## config.mk

```make
export PLATFORM = sky130hd
export DESIGN_NAME = if_fetch_stage
export DESIGN_NICKNAME = d
export VERILOG_FILES = /design/src/rtl/if_fetch_stage.sv
export SDC_FILE = /design/constraint.sdc
export NUM_CORES = 1
export LEC_CHECK = 0
export BUFFER_PORTS_ARGS = -buffer_cell sky130_fd_sc_hd__buf_2
export CAP_MARGIN = 25
export CORE_MARGIN = 3
export CORE_UTILIZATION = 52
export CTS_BUF_LIST = sky130_fd_sc_hd__clkbuf_16
export DETAILED_ROUTE_END_ITERATION = 10
export GPL_ROUTABILITY_DRIVEN = 0
export GPL_TIMING_DRIVEN = 0
export PLACE_DENSITY = 0.75
export SETUP_SLACK_MARGIN = 0.3
export SYNTH_ARGS = -nofsm -noshare
export SYNTH_HDL_FRONTEND = slang
export SYNTH_SLANG_ARGS = --single-unit
```

## constraint.sdc

```tcl
create_clock -name clk -period 7.3 [get_ports clk]
set_clock_uncertainty 0.1 [all_clocks]
set_input_delay 2.19 -clock clk [delete_from_list [all_inputs] [get_ports clk]]
set_output_delay 2.19 -clock clk [all_outputs]
set_load 0.02 [all_outputs]
```

## src/rtl/if_fetch_stage.sv

```systemverilog
// Instruction fetch stage: drives a variable-latency instruction memory with at
// most one outstanding request, owns the IF/ID register, parks a fetched word in
// a one-entry hold buffer while decode is frozen, and lets a wrong-path fetch
// that is still in flight complete (and be dropped) before redirecting.
module if_fetch_stage #(
    parameter int                  WORD_LEN = 32,
    parameter logic [WORD_LEN-1:0] RESET_PC = '0
) (
    input  logic                clk,
    input  logic                rst,
    input  logic                freeze,
    input  logic                brTaken,
    input  logic [WORD_LEN-1:0] brOffset,
    output logic                imem_req,
    output logic [WORD_LEN-1:0] imem_addr,
    input  logic                imem_ack,
    input  logic [WORD_LEN-1:0] imem_rdata,
    output logic [WORD_LEN-1:0] PC_out,
    output logic [WORD_LEN-1:0] instruction,
    output logic                valid
);

    typedef enum logic [1:0] {
        FETCH   = 2'd0,
        HOLD    = 2'd1,
        DISCARD = 2'd2
    } state_t;

    // Word offset scaled to bytes and added to the IF/ID return address; wraps.
    function automatic logic [WORD_LEN-1:0] branch_target(
        input logic        [WORD_LEN-1:0] base,
        input logic signed [WORD_LEN-1:0] off_words
    );
        logic signed [WORD_LEN-1:0] off_bytes;
        off_bytes = off_words <<< 2;
        return base + $unsigned(off_bytes);
    endfunction

    state_t              state_q, state_nxt;

    // Fetch side (p0): PC, hold buffer, stale (in-flight wrong-path) address
    logic [WORD_LEN-1:0] pc_p0, pc_nxt;
    logic [WORD_LEN-1:0] hold_word_p0, hold_word_nxt;
    logic [WORD_LEN-1:0] hold_pc4_p0, hold_pc4_nxt;
    logic [WORD_LEN-1:0] stale_addr_p0, stale_addr_nxt;

    // IF/ID boundary (p1)
    logic [WORD_LEN-1:0] pc_out_p1, pc_out_nxt;
    logic [WORD_LEN-1:0] instr_p1, instr_nxt;
    logic                vld_p1, vld_nxt;

    logic [WORD_LEN-1:0] pc_plus4;
    logic [WORD_LEN-1:0] br_target;
    logic                take_br;

    assign pc_plus4  = pc_p0 + WORD_LEN'(4);
    assign br_target = branch_target(pc_out_p1, brOffset);
    assign take_br   = brTaken && !freeze;

    assign imem_req    = !rst && (state_q != HOLD);
    assign imem_addr   = (state_q == DISCARD) ? stale_addr_p0 : pc_p0;
    assign PC_out      = pc_out_p1;
    assign instruction = instr_p1;
    assign valid       = vld_p1;

    // Next-state and register updates; freeze always wins over a branch.
    always_comb begin
        state_nxt      = state_q;
        pc_nxt         = pc_p0;
        hold_word_nxt  = hold_word_p0;
        hold_pc4_nxt   = hold_pc4_p0;
        stale_addr_nxt = stale_addr_p0;
        pc_out_nxt     = pc_out_p1;
        instr_nxt      = instr_p1;
        vld_nxt        = vld_p1;

        case (state_q)
            FETCH: begin
                if (imem_ack) begin
                    if (freeze) begin
                        hold_word_nxt = imem_rdata;
                        hold_pc4_nxt  = pc_plus4;
                        pc_nxt        = pc_plus4;
                        state_nxt     = HOLD;
                    end else if (brTaken) begin
                        pc_nxt     = br_target;
                        pc_out_nxt = '0;
                        instr_nxt  = '0;
                        vld_nxt    = 1'b0;
                    end else begin
                        pc_out_nxt = pc_plus4;
                        instr_nxt  = imem_rdata;
                        vld_nxt    = 1'b1;
                        pc_nxt     = pc_plus4;
                    end
                end else if (take_br) begin
                    // The request at pc_p0 is still owed an ack; remember it.
                    stale_addr_nxt = pc_p0;
                    pc_nxt         = br_target;
                    pc_out_nxt     = '0;
                    instr_nxt      = '0;
                    vld_nxt        = 1'b0;
                    state_nxt      = DISCARD;
                end else if (!freeze) begin
                    instr_nxt = '0;
                    vld_nxt   = 1'b0;
                end
            end

            HOLD: begin
                if (!freeze) begin
                    if (brTaken) begin
                        pc_nxt     = br_target;
                        pc_out_nxt = '0;
                        instr_nxt  = '0;
                        vld_nxt    = 1'b0;
                    end else begin
                        pc_out_nxt = hold_pc4_p0;
                        instr_nxt  = hold_word_p0;
                        vld_nxt    = 1'b1;
                    end
                    state_nxt = FETCH;
                end
            end

            DISCARD: begin
                if (imem_ack) begin
                    state_nxt = FETCH;
                end
                if (take_br) begin
                    pc_nxt     = br_target;
                    pc_out_nxt = '0;
                    instr_nxt  = '0;
                    vld_nxt    = 1'b0;
                end
            end

            default: begin
                state_nxt = FETCH;
            end
        endcase
    end

    // State, fetch-side and IF/ID registers with asynchronous reset.
    always_ff @(posedge clk or posedge rst) begin
        if (rst) begin
            state_q       <= FETCH;
            pc_p0         <= RESET_PC;
            hold_word_p0  <= '0;
            hold_pc4_p0   <= '0;
            stale_addr_p0 <= '0;
            pc_out_p1     <= '0;
            instr_p1      <= '0;
            vld_p1        <= 1'b0;
        end else begin
            state_q       <= state_nxt;
            pc_p0         <= pc_nxt;
            hold_word_p0  <= hold_word_nxt;
            hold_pc4_p0   <= hold_pc4_nxt;
            stale_addr_p0 <= stale_addr_nxt;
            pc_out_p1     <= pc_out_nxt;
            instr_p1      <= instr_nxt;
            vld_p1        <= vld_nxt;
        end
    end

endmodule

```

==> metrics.txt, run 1 <==
Syn Inst Count=1093; clock slew at the register clock pins of the worst setup and hold paths=0.08 ns; CP Capture Point=imem_addr[2]; share of the yosys chip area belonging to registers=44.65%; detailed-route DRC error count=0; total I/O pin count=167; predominant post-synthesis flop cell=sky130_fd_sc_hd__dfrtp_1; number of nets at the end of the flow=1385; average instance area after synthesis=9.999 sq um; final max-slew violation count=0; RSZ-0062 raised after global routing=false; Critical Path End Type=output pin; CTS H-tree lvls=4; number of fill cells=1753; TritonCTS clock tree=built; design internal power=2.984 mW; end of the worst register-to-register path=PC_out[17]; antenna-violating nets left=0; DR iter-0 viols=727; half-perimeter wire length of the detailed placement result=23300 um; ratio of cells with drive above 1 in the final layout=27.90%; Static Leakage=5.997 nW; synthesis-to-layout area growth=17.41%; Port Buf Inserts=163; effective utilization at floorplan=53.50%; max-cap violations=0; quantity of hold-fixing buffers added after cts=0; Slew headroom=31.47%; Synthesized Nets=1197; series of cell instances along the critical path=inv_1 > ha_1 > buf_1 > clkbuf_1 > mux2_2 > buf_2; synthesis-stage register bit count=195; PD cells=419.4 nW/um^2; drt first pass iters=9; worst-case register-to-register setup slack=3.76 ns; Worst Path Arrival=2.96 ns; Unique masters post-synth=80; detail-routed via count per cell=6.053; source of the worst register-to-register timing path=state_q[0]; die width=151.0 um; clock share of power=18.2%; Async SR Flop Fraction=100.0%; maximum frequency from static timing analysis=190.3 MHz; final-report setup violation count=0; row count=52; fraction of synthesized cell area taken by the top area cell type=44.65%; register share of total power=33.9%; Die Area=22790 sq um; post-CTS sizing=0; count of cells along the worst register-to-register path=9; type of the most critical hold path=register to register; fin crit share=71.98%; cell with the most instances after synthesis=sky130_fd_sc_hd__dfrtp_1; number of clock sinks=195; net switching share of the total power=44.56%; Via Count=9479; required time reported for the critical path endpoint=5.01 ns; cell chosen for the clock root=sky130_fd_sc_hd__clkbuf_16; maximum single-stage delay on the critical path=0.61 ns; count of flip-flops with a built-in enable after synthesis=0; reported net switching power=2.398 mW; Max Buffers Root-to-Sink=2; post-CTS setup buffer count=0; number of CTS-inserted buffers=17; wire length per cell=20.11 um; post-synthesis instance area=10930 sq um; initial antenna violation count=1; Worst Setup Start Kind=register; Vert. Die Dim=151.0 um; sum of routed wire length over all layers=31500 um; fin crit period=5.255 ns; proportion of power drawn by combinational gates=47.9%; Crit-path slowest cell=sky130_fd_sc_hd__clkbuf_1; core area=20430 sq um; critical path launch point=state_q[0]; maximum fanout along the worst path=10; worst vdd rail ir drop=0.0002762 V; actual transition at the worst max-transition pin=1.017 ns; worst-skew pair later-pin latency=0.45 ns; first-pass GRT wire length=49770 um; Fin. Hold Viols=0; outcome=complete, no violations; type of the worst setup path=register to output pin; total grt overflow=0; number of warnings reported in the yosys synthesis log=0; Total Routing Usage GR=28.09%; Final Total Pwr=5.381 mW; total negative slack for setup checks=0 ns; maximum number of pins on one net before global-route repair=43; vias in the first global route=9398; top cell types by occurrence after synthesis=195 x sky130_fd_sc_hd__dfrtp_1, 107 x sky130_fd_sc_hd__mux2_2, 102 x sky130_fd_sc_hd__o21ai_0, 98 x sky130_fd_sc_hd__nand2_1, 85 x sky130_fd_sc_hd__a21oi_1; synth top area cells=sky130_fd_sc_hd__dfrtp_1 45%, sky130_fd_sc_hd__mux2_2 11%, sky130_fd_sc_hd__o21ai_0 4.7%; cell accounting for the most synthesized area=sky130_fd_sc_hd__dfrtp_1
logic make-up after synthesis:
family	count (synthesis)	share of synthesized area, %
xor+xnor	48	3.847
compound gates	338	19.53
fa+ha+maj	35	4.076
buf+inv	87	4.007
flops	195	44.65
simple gates	278	12.41
mux	112	11.48
stage by stage:
step | utilization, % | hold WS (ns) | area, sq um | setup slack (ns) | std cells
4_1_cts | 62.79 | 0.3893 | 12830 | 2.025 | 1564
3_5_place_dp | 59.70 | 0.3707 | 12200 | 2.279 | 1532
6_report | 62.81 | 0.3842 | 12830 | 2.045 | 1566
2_1_floorplan | - | 0.3497 | 10930 | 2.492 | 1093
3_3_place_gp | 59.16 | 0.3624 | 12090 | 1.237 | 1526
5_1_grt | 62.79 | 0.4056 | 12830 | 1.905 | 1564
how the worst min path moves through the flow:
stage	from	end	depth (start not counted)
after floorplan	hold_pc4_p0[20]	hold_pc4_p0[20]	2
after global placement	hold_pc4_p0[19]	hold_pc4_p0[19]	2
after detailed placement	hold_pc4_p0[14]	hold_pc4_p0[14]	2
after CTS	hold_pc4_p0[18]	hold_pc4_p0[18]	2
after global routing	hold_pc4_p0[22]	hold_pc4_p0[22]	2
final	hold_pc4_p0[23]	hold_pc4_p0[23]	2
placed cells by master, fill, tap and decap left out, drive strengths merged, types with 9 or more instances in the layout:
cell type,instances
mux2,107
buf,193
a22o,11
xor2,21
a21o,18
a21oi,86
xnor2,27
nor3,22
o21ai,104
nand2,99
o21bai,9
nor2,77
nand3,22
dfrtp,195
clkbuf,60
a22oi,54
and3,16
ha,34
inv,23
metal layers:
| layer | vias to the layer above | GRT usage (%) | part of all wire (%) |
|---|---|---|---|
| met5 | - | 0 | 0.041 |
| met4 | 2 | 9.338 | 2.9 |
| met3 | 74 | 8.288 | 10 |
| met2 | 451 | 46.10 | 47 |
| met1 | 4592 | 35.77 | 40 |
| li1 | 4360 | - | - |
power by group through the flow:
stage	logic (mW)	registers [mW]	clock network, mW
3_5_place_dp	2.55	1.83	0
4_1_cts	2.56	1.82	0.988
3_3_place_gp	2.48	1.81	0
5_1_grt	2.82	1.87	1.04
2_1_floorplan	1.64	1.92	0
6_report	2.58	1.83	0.978
registers in the layout, summed over array words and instances, names as in the netlist:
| name | count |
|---|---|
| PC_out | 32 |
| hold_pc4_p0 | 32 |
| hold_word_p0 | 32 |
| instruction | 32 |
| pc_p0 | 32 |
| stale_addr_p0 | 32 |
| state_q | 2 |
| valid | 1 |
area by class of cell:
cell class                 count  area, sq um  area share, %
tap                          270        337.8          2.633
antenna                        2        5.005        0.03900
inverter                      17        67.56         0.5265
multi-input combinational    811         5617          43.77
buffer                        70        374.1          2.915
timing repair buffer         169        920.9          7.176
clock buffer                  17        425.4          3.315
clock inverter                15        205.2          1.599
sequential                   195         4880          38.03
worst max-delay path: cells and delay by family, from the launching register on:
family | cells | cell delay [ns]
adder cells (fa/ha/maj) | 1 | 0.22
buffers and inverters | 4 | 1.44
flip-flops | 1 | 0.43
multiplexers | 1 | 0.42
Power figures use the tool's default switching activity.
==> run 2, diff against run 1 <==
==> constraint.sdc (replaced) <==
create_clock -name clk -period 4.4 [get_ports clk]
set_clock_uncertainty 0.1 [all_clocks]
set_input_delay 1.32 -clock clk [delete_from_list [all_inputs] [get_ports clk]]
set_output_delay 1.32 -clock clk [all_outputs]
set_load 0.02 [all_outputs]
==> run 2 against run 1 <==
Effect of this change:
- largest cell class unchanged
- final area hardly changed
- non-clock buffer count unchanged
- sequential share of layout area hardly changed
- worst hold slack better by 0.0034 ns
- register-to-register slack lost 2.9 ns
==> metrics.txt, run 2 (synthesis results as in run 1) <==
worst-skew pair later-pin latency=0.45 ns (about the same); antenna-violating nets left=0 (unchanged); Final Total Pwr=8.934 mW (was 5.381 mW); max-cap violations=0 (unchanged); clock share of power=18.2% (about the same); type of the worst setup path=register to output pin (unchanged); outcome=complete, no violations (unchanged); RSZ-0062 raised after global routing=false (unchanged); maximum fanout along the worst path=10 (unchanged); number of fill cells=1750 (was 1753); net switching share of the total power=44.56% (about the same); Worst Setup Start Kind=register (unchanged); number of nets at the end of the flow=1385 (unchanged); PD cells=695.9 nW/um^2 (was 419.4 nW/um^2); maximum frequency from static timing analysis=259.4 MHz; type of the most critical hold path=register to register (unchanged); core area=20430 sq um (unchanged); number of CTS-inserted buffers=17 (unchanged); fin crit share=87.62%; Slew headroom=31.97% (was 31.47%); Via Count=9494 (was 9479); vias in the first global route=9398 (unchanged); total grt overflow=0 (unchanged); fin crit period=3.855 ns; half-perimeter wire length of the detailed placement result=23300 um (unchanged); design internal power=4.953 mW (was 2.984 mW); die width=151.0 um (unchanged); DR iter-0 viols=699 (was 727); effective utilization at floorplan=53.50% (unchanged); Max Buffers Root-to-Sink=2 (unchanged); detailed-route DRC error count=0 (unchanged); proportion of power drawn by combinational gates=47.9% (about the same); row count=52 (unchanged); actual transition at the worst max-transition pin=1.010 ns (was 1.017 ns); Worst Path Arrival=2.44 ns (was 2.96 ns); detail-routed via count per cell=6.063 (was 6.053); Static Leakage=6.010 nW (was 5.997 nW); TritonCTS clock tree=built (unchanged); ratio of cells with drive above 1 in the final layout=28.21% (was 27.90%); CTS H-tree lvls=4 (unchanged); clock slew at the register clock pins of the worst setup and hold paths=0.08 ns (about the same); drt first pass iters=9 (unchanged); number of clock sinks=195 (unchanged); final max-slew violation count=0 (unchanged); required time reported for the critical path endpoint=2.98 ns (was 5.01 ns); most frequent cells in the layout=195 x sky130_fd_sc_hd__dfrtp_1, 174 x sky130_fd_sc_hd__buf_2, 107 x sky130_fd_sc_hd__mux2_2 (was 195 x sky130_fd_sc_hd__dfrtp_1, 173 x sky130_fd_sc_hd__buf_2, 107 x sky130_fd_sc_hd__mux2_2); final-report setup violation count=0 (unchanged); total I/O pin count=167 (unchanged); synthesis-to-layout area growth=17.46% (was 17.41%); Port Buf Inserts=163 (unchanged); most common library cell in the layout ignoring fill and taps=sky130_fd_sc_hd__dfrtp_1 (unchanged); Die Area=22790 sq um (unchanged); initial antenna violation count=1 (unchanged); wire length per cell=20.17 um (was 20.11 um); worst vdd rail ir drop=0.0004581 V (was 0.0002762 V); cell chosen for the clock root=sky130_fd_sc_hd__clkbuf_16 (unchanged); sum of routed wire length over all layers=31590 um (was 31500 um); Post-Route Utilization=62.84% (was 62.81%); register share of total power=33.9% (about the same); Critical Path End Type=output pin (unchanged); Vert. Die Dim=151.0 um (unchanged); Fin. Hold Viols=0 (unchanged); quantity of hold-fixing buffers added after cts=0 (unchanged); first-pass GRT wire length=49770 um (unchanged); Total Routing Usage GR=28.09% (unchanged); reported net switching power=3.981 mW (was 2.398 mW); maximum number of pins on one net before global-route repair=43 (unchanged); post-CTS setup buffer count=0 (unchanged); Worst Hold Margin=0.3876 ns (was 0.3842 ns)
run 2: changes by cell type in the layout (fill, tap and decap cells not counted), sizes merged:
cell,before,now
clkbuf,60,62
buf,193,191
run 2: timing repair:
action / 4_1_cts / 5_1_grt
endpoints found under the setup margin: 29 / 19
resized for setup: 2 / 2
cloned: 0 / 0
run 2: power by group through the flow:
stage	Clock, mW	Combinational, mW	Sequential, mW
2_1_floorplan	0	2.72	3.19
3_3_place_gp	0	4.12	3.01
3_5_place_dp	0	4.23	3.04
4_1_cts	1.64	4.25	3.02
5_1_grt	1.72	4.68	3.11
6_report	1.62	4.28	3.03
run 2: worst paths after layout:
kind | from | slack, ns | to | cells past startpoint
max | state_q[0] | 0.54 | imem_addr[11] | 6
min | hold_pc4_p0[22] | 0.39 | hold_pc4_p0[22] | 2
max reg2reg | state_q[0] | 0.90 | PC_out[17] | 9
min reg2reg | hold_pc4_p0[22] | 0.39 | hold_pc4_p0[22] | 2
max in group asynchronous | rst | 2.16 | instruction[1] | 5
min in group asynchronous | rst | 0.91 | state_q[1] | 2
run 2: final cells by class:
cell class              instances  area [sq um]  area share [%]
diodes                          2         5.005         0.03899
plain buffers                  70         379.1           2.953
clock buffers                  17         425.4           3.314
clock inverters                15         205.2           1.598
inverters                      17         67.56          0.5263
multi-input cells             811          5617           43.75
flip-flops and latches        195          4880           38.01
well taps                     270         337.8           2.632
repair buffers                169         920.9           7.173
run 2: per-stage QoR:
step / std cells / cell area (sq um) / setup TNS (ns) / setup slack (ns)
floorplan: 1093 / 10930 / 0 / 0.4616
global placement: 1526 / 12090 / -151.13 / -0.7927
detailed placement: 1532 / 12200 / 0 / 0.2486
CTS: 1564 / 12830 / 0 / 0.3336
global route: 1564 / 12830 / 0 / 0.3982
finish: 1566 / 12840 / 0 / 0.5445
run 2: layer usage:
metal | routed length [um] | part of all wire, % | GRT usage, %
met5 | 13 | 0.041 | 0
met4 | 939 | 3.0 | 9.338
met3 | 3251 | 10 | 8.288
met1 | 12500 | 40 | 35.77
met2 | 14890 | 47 | 46.10
run 2: worst max-delay path, stage by stage, from the launching register on:
cell                       delay [ns]
sky130_fd_sc_hd__dfrtp_1         0.42
sky130_fd_sc_hd__inv_1           0.09
sky130_fd_sc_hd__ha_1            0.22
sky130_fd_sc_hd__buf_2           0.33
sky130_fd_sc_hd__clkbuf_2        0.37
sky130_fd_sc_hd__mux2_2          0.39
sky130_fd_sc_hd__buf_2           0.16
